===== config.mk =====
export PLATFORM = sky130hd
export DESIGN_NAME = seg7_decoder
export DESIGN_NICKNAME = d
export VERILOG_FILES = /design/src/rtl/display_pkg.sv /design/src/rtl/seg7_decoder.sv
export SDC_FILE = /design/constraint.sdc
export NUM_CORES = 1
export LEC_CHECK = 0
export ABC_CLOCK_PERIOD_IN_PS = 1000
export BUFFER_PORTS_ARGS = -buffer_cell sky130_fd_sc_hd__buf_2
export CAP_MARGIN = 20
export CORE_AREA = 2 2 39 41
export DETAILED_ROUTE_END_ITERATION = 16
export DIE_AREA = 0 0 41 43
export PLACE_DENSITY = 0.37
export SYNTH_ARGS = -nofsm -noshare
export SYNTH_HDL_FRONTEND = slang
export SYNTH_SLANG_ARGS = --single-unit

===== constraint.sdc =====
create_clock -name vclk -period 1
set_clock_uncertainty 0.15 [all_clocks]
set_input_delay 0.2 -clock vclk [all_inputs]
set_output_delay 0.2 -clock vclk [all_outputs]
set_load 0.1 [all_outputs]

===== src/rtl/display_pkg.sv =====
// Shared widths, FSM state type and active-high segment patterns for test_value_display.
package display_pkg;

  localparam int VALUE_W = 16;
  localparam int DIGITS  = 5;
  localparam int BCD_W   = 20;

  typedef enum logic [1:0] {
    IDLE,
    SHIFT,
    LATCH
  } state_t;

  // Bit order {g,f,e,d,c,b,a}, 1 = segment lit.
  localparam logic [6:0] SEG_0     = 7'b0111111;
  localparam logic [6:0] SEG_1     = 7'b0000110;
  localparam logic [6:0] SEG_2     = 7'b1011011;
  localparam logic [6:0] SEG_3     = 7'b1001111;
  localparam logic [6:0] SEG_4     = 7'b1100110;
  localparam logic [6:0] SEG_5     = 7'b1101101;
  localparam logic [6:0] SEG_6     = 7'b1111101;
  localparam logic [6:0] SEG_7     = 7'b0000111;
  localparam logic [6:0] SEG_8     = 7'b1111111;
  localparam logic [6:0] SEG_9     = 7'b1101111;
  localparam logic [6:0] SEG_BLANK = 7'b0000000;

  // Double-dabble correction: any BCD nibble >= 5 gets +3 before the shift.
  function automatic logic [BCD_W-1:0] dabble_adjust(input logic [BCD_W-1:0] acc);
    logic [BCD_W-1:0] res;
    res = acc;
    for (int i = 0; i < DIGITS; i++) begin
      if (acc[4*i +: 4] >= 4'd5) begin
        res[4*i +: 4] = acc[4*i +: 4] + 4'd3;
      end
    end
    return res;
  endfunction

endpackage


===== src/rtl/seg7_decoder.sv =====
// Combinational BCD nibble to active-high seven-segment pattern; 10-15 decode to blank.
module seg7_decoder
  import display_pkg::*;
(
  input  logic [3:0] nibble,
  output logic [6:0] pattern
);

  always_comb begin
    pattern = SEG_BLANK;
    case (nibble)
      4'd0:    pattern = SEG_0;
      4'd1:    pattern = SEG_1;
      4'd2:    pattern = SEG_2;
      4'd3:    pattern = SEG_3;
      4'd4:    pattern = SEG_4;
      4'd5:    pattern = SEG_5;
      4'd6:    pattern = SEG_6;
      4'd7:    pattern = SEG_7;
      4'd8:    pattern = SEG_8;
      4'd9:    pattern = SEG_9;
      default: pattern = SEG_BLANK;
    endcase
  end

endmodule


==> impl_metrics.tcl, run 1 <==
set metrics [dict create \
    busiest_layer "met2" \
    max_slew_margin_pct 84.0 \
    syn-cell-area_um2 201 \
    viasPerCell 4.28 \
    synth_cell_types 14 \
    worst_pin_slew_ns 0.240 \
    yosysWarningCount 0 \
    yosysSeqAreaShare_pct 0 \
    wl_per_cell_um 10.5 \
    drive_gt1_share_pct 97.9 \
    grtUsageTotal_pct 9.40 \
    grt_pass1_wl_mm 1.21 \
    required_ns 0.65 \
    die-area_um2 1760 \
    multiInputGateArea_um2 350 \
    cp.arrival_ns 1.02 \
    met1_usage_pct 9.84 \
    nets 60 \
    grt_pass1_vias 283 \
    violations "setup timing" \
    hold_class "in2out" \
    grt_max_degree 6 \
    rsz0062_at_grt "true" \
    drc_errors 0 \
    period_minus_slack_ns 1.37 \
    fin_area_um2 691 \
    syn_inst 26 \
    syn_nets 36 \
    fmax_ghz 0.731 \
    hold_violations 0 \
    yosysTopAreaCell "ha_1" \
    register_area_um2 0 \
    slew_viol_final 0 \
    final_util_pct 49.9 \
    critPathLaunchType "primary input" \
    die_h_um 43 \
    yosysTopAreaCellShare_pct 37.3 \
    dr.first_iter.drc_count 0 \
    rows 14 \
    antenna_cells 0 \
    io_pins 11 \
    clkbuf_count 0 \
    seq_cells 0 \
    core_um2 1380 \
    placed_cell_area_um2 558 \
    grt_antenna_before_repair 0 \
    dr.pass1.iters 1 \
    port_buffers 11 \
    start_util_pct 14.6 \
    n_fill_cell 122 \
    vias 274 \
    setup_viol 7 \
    maxCapViolations 0 \
    leakage_nw 0.276 \
    fp.dieW_um 41 \
    grt-ovfl-total 0 \
    ant_nets 0 \
    endpoint_kind "output pin" \
    ir_drop_v 0.000344 \
    dp_hpwl_um 548 \
    syn_avg_cell_area_um2 7.75 \
    area_delta_synth_final_pct 243 \
    setup_slack_ns -0.368 \
    globalplace.congestion 0.703 \
    grtUsageMet3_pct 0 \
    post-route-period-util_pct 137 \
    crit_path_max_fanout 5 \
    p_per_area_nw_per_um2 790 \
    use_met2_pct 19.7 \
    wl_um 675 \
    synthTopCellsByArea "ha_1 37%, o21ai_0 9.9%, inv_1 9.3%, nor2b_4 6.8%, o22ai_2 6.2%" \
    status "finished with violations" \
    crit_type "in2out" \
]
-- critical path, stage by stage --
cell	delay, ns
buf_8	0.11
buf_8	0.13
nor2b_4	0.18
o21ai_2	0.12
o21ai_4	0.08
buf_12	0.19
-- metal layers --
metal / vias up / wire, µm
met5: - / 0
met4: 0 / 0
met3: 0 / 20
met2: 5 / 442
met1: 135 / 212
li1: 134 / -
-- what timing repair did --
item                                    in CTS  in global routing
endpoints found under the hold margin        0                  0
resized for setup                           28                  4
buffers inserted                             1                  0
endpoints found under the setup margin       7                  7
pin swaps                                    8                  4
hold buffers                                 0                  0
-- area by class of cell --
cell class,instances,share of cell area [%]
Inverter,5,4.71
Multi-Input combinational cell,21,50.7
Tap cell,16,2.90
Timing Repair Buffer,22,41.7
-- Yosys cell counts --
| master | count |
|---|---|
| o22ai_2 | 1 |
| inv_1 | 5 |
| nand2_1 | 1 |
| a22o_1 | 1 |
| a21o_1 | 1 |
| o21ai_0 | 4 |
| a21oi_1 | 1 |
| o22ai_1 | 1 |
| a21oi_2 | 1 |
| o21ai_2 | 1 |
| nor2b_4 | 1 |
| ha_1 | 6 |
| xnor2_1 | 1 |
| nor2_1 | 1 |
-- cells by family after synthesis --
group,share of synthesized area [%]
buf+inv,9.32
xor+xnor,4.35
compound gates,38.5
fa+ha+maj,37.3
simple gates,10.6
-- power breakdown --
part	leakage (nW)	switching, mW	internal, mW	total (mW)
logic	0.276	0.320	0.225	0.545
registers	0	0	0	0
clock network	0	0	0	0
total	0.276	0.320	0.225	0.545
-- final timing paths --
| check | start | to | slack [ns] | cells past startpoint |
|---|---|---|---|---|
| max | nibble[1] | pattern[3] | -0.37 | 6 |
| min | nibble[3] | pattern[1] | 0.69 | 4 |
-- metrics by stage --
| stage | power, mW | setup slack [ns] | hold WS, ns | cells | TNS (ns) |
|---|---|---|---|---|---|
| after floorplan | 0.308 | -0.505 | 0.434 | 26 | -2.56 |
| after global placement | 0.487 | -0.496 | 0.717 | 63 | -3.06 |
| after detailed placement | 0.490 | -0.519 | 0.728 | 63 | -3.18 |
| after CTS | 0.542 | -0.376 | 0.695 | 64 | -2.52 |
| after global routing | 0.566 | -0.397 | 0.700 | 64 | -2.62 |
| final | 0.545 | -0.368 | 0.685 | 64 | -2.45 |
-- layout by cell type, fill, tap and decap left out, types with 2 or more instances in the layout --
cell type / count
buf_12: 7
buf_4: 7
ha_4: 4
buf_6: 4
o21ai_4: 3
buf_8: 3
o22ai_4: 2
o21ai_2: 2
ha_2: 2
Power figures use the tool's default switching activity.
==> inputs of run 2 (changes only) <==
Settings changed: REMOVE_ABC_BUFFERS from default to 1, TNS_END_PERCENT from default to 10.
==> run 2 against run 1 <==
  * Global-route usage is 2.3 points lower
  * Critical path depth unchanged
  * Highest routed layer unchanged
  * Via count fell by 9.1%
  * Cell count shrank 4.7%
  * Sequential cell count unchanged
  * The run still ends with setup timing left
  * Routed wire length shrank 18%
  * Utilization shrank 7.6 points
  * Clock-buffer cell count did not move
  * Fmax fell by 1.0%
  * Power down 10%
  * Hold slack gained 0.038 ns
  * Setup slack lost 0.014 ns
==> impl_metrics.tcl, run 2 (synthesis gave the netlist of run 1 again) <==
set metrics [dict create \
    required_ns 0.65 \
    endpoint_kind "output pin" \
    dp_worst_setup_slack_ns -0.533 \
    viasPerCell 4.08 \
    ant_nets 0 \
    io_pins 11 \
    n_fill_cell 131 \
    met2_length_um 302 \
    leakage_nw 0.247 \
    setup_slack_ns -0.382 \
    rsz0062_at_grt "true" \
    layout_commonest_cell "buf_12" \
    seq_cells 0 \
    hold_class "in2out" \
    start_util_pct 14.6 \
    internal-power_mw 0.193 \
    wl_um 551 \
    globalplace.congestion 0.723 \
    crit_path_max_fanout 4 \
    p_per_area_nw_per_um2 835 \
    clkbuf_count 0 \
    dp_hpwl_um 434 \
    worst_pin_slew_ns 0.267 \
    power_frac_comb_pct 100.0 \
    violations "setup timing" \
    ir_drop_v 0.000236 \
    dr.max_layer_used "met3" \
    placed_cell_area_um2 457 \
    seqPwrFrac_pct 0 \
    maxCapViolations 0 \
    die_h_um 43 \
    multiInputGateArea_um2 284 \
    final_cell_mix "7 x buf_12, 6 x buf_4, 4 x o21ai_2, 4 x ha_4" \
    power.total_mw 0.489 \
    grt_antenna_before_repair 0 \
    max_slew_margin_pct 82.1 \
    slew_viol_final 0 \
    fp.dieW_um 41 \
    die-area_um2 1760 \
    vias 249 \
    post-route-period-util_pct 138 \
    drive_gt1_share_pct 84.4 \
    netSwitchingFraction_pct 60.5 \
    cp.arrival_ns 1.03 \
    grtUsageTotal_pct 7.09 \
    period_minus_slack_ns 1.38 \
    clockPowerShare_pct 0 \
    rows 14 \
    hold_buffers 0 \
    crit_type "in2out" \
    setup_viol 7 \
    grt-ovfl-total 0 \
    grt_pass1_vias 231 \
    wl_met3_um 17 \
    grt_pass1_wl_um 952 \
    fin_setup_tns_ns -2.43 \
    fmax_ghz 0.724 \
    switching_power_mw 0.296 \
    wl_met1_um 230 \
    port_buffers 11 \
    final_util_pct 42.3 \
    drc_errors 0 \
    hold_violations 0 \
    antenna_cells 0 \
    status "finished with violations" \
    nets 57 \
    register_area_um2 0 \
    area_delta_synth_final_pct 191 \
    critPathLaunchType "primary input" \
    core_um2 1380 \
    dr.pass1.iters 2 \
    postCtsSetupRepairBufs 0 \
    dr.first_iter.drc_count 1 \
    wl_per_cell_um 9.03 \
    grt_max_degree 7 \
    fin_area_um2 586 \
]
[run 2: changes by cell type in the layout (fill, tap and decap cells not counted), sizes merged]
cell | previous run | this run
buf | 22 | 18
clkbuf | 0 | 1
clkinvlp | 1 | 0
inv | 4 | 5
[run 2: power by group through the flow]
stage / sequential (mW) / clock, mW / combinational [mW]
after global routing: 0 / 0 / 0.510
after floorplan: 0 / 0 / 0.246
final: 0 / 0 / 0.489
after global placement: 0 / 0 / 0.428
after CTS: 0 / 0 / 0.488
after detailed placement: 0 / 0 / 0.427
[run 2: cell type report]
type                            instances  area share (%)
Multi-Input combinational cell         21            48.5
Timing Repair Buffer                   19            42.7
Inverter                                5            5.34
Tap cell                               16            3.42
[run 2: path summary, 6_finish.rpt]
kind,depth (start not counted),start,end
worst min-delay path,4,nibble[2],pattern[5]
worst max-delay path,6,nibble[1],pattern[2]
[run 2: critical path, cell delays in order]
cell	delay [ns]
buf_8	0.11
buf_6	0.13
nor2b_4	0.17
buf_6	0.11
a21o_1	0.14
buf_12	0.18
[run 2: stage by stage]
step	cells	hold slack [ns]
floorplan	26	0.561
global placement	63	0.694
detailed placement	63	0.699
CTS	61	0.726
global route	61	0.734
finish	61	0.723
[run 2: metal layers]
layer | GRT usage [%] | up-vias
met5 | 0 | -
met4 | 0 | 0
met3 | 0 | 0
met2 | 12.8 | 7
met1 | 9.49 | 114
li1 | - | 128
[run 2: what timing repair did]
action | in CTS | in global routing
resized for setup | 35 | 4
pin swaps | 11 | 1
endpoints found under the setup margin | 7 | 7
gates cloned | 0 | 0
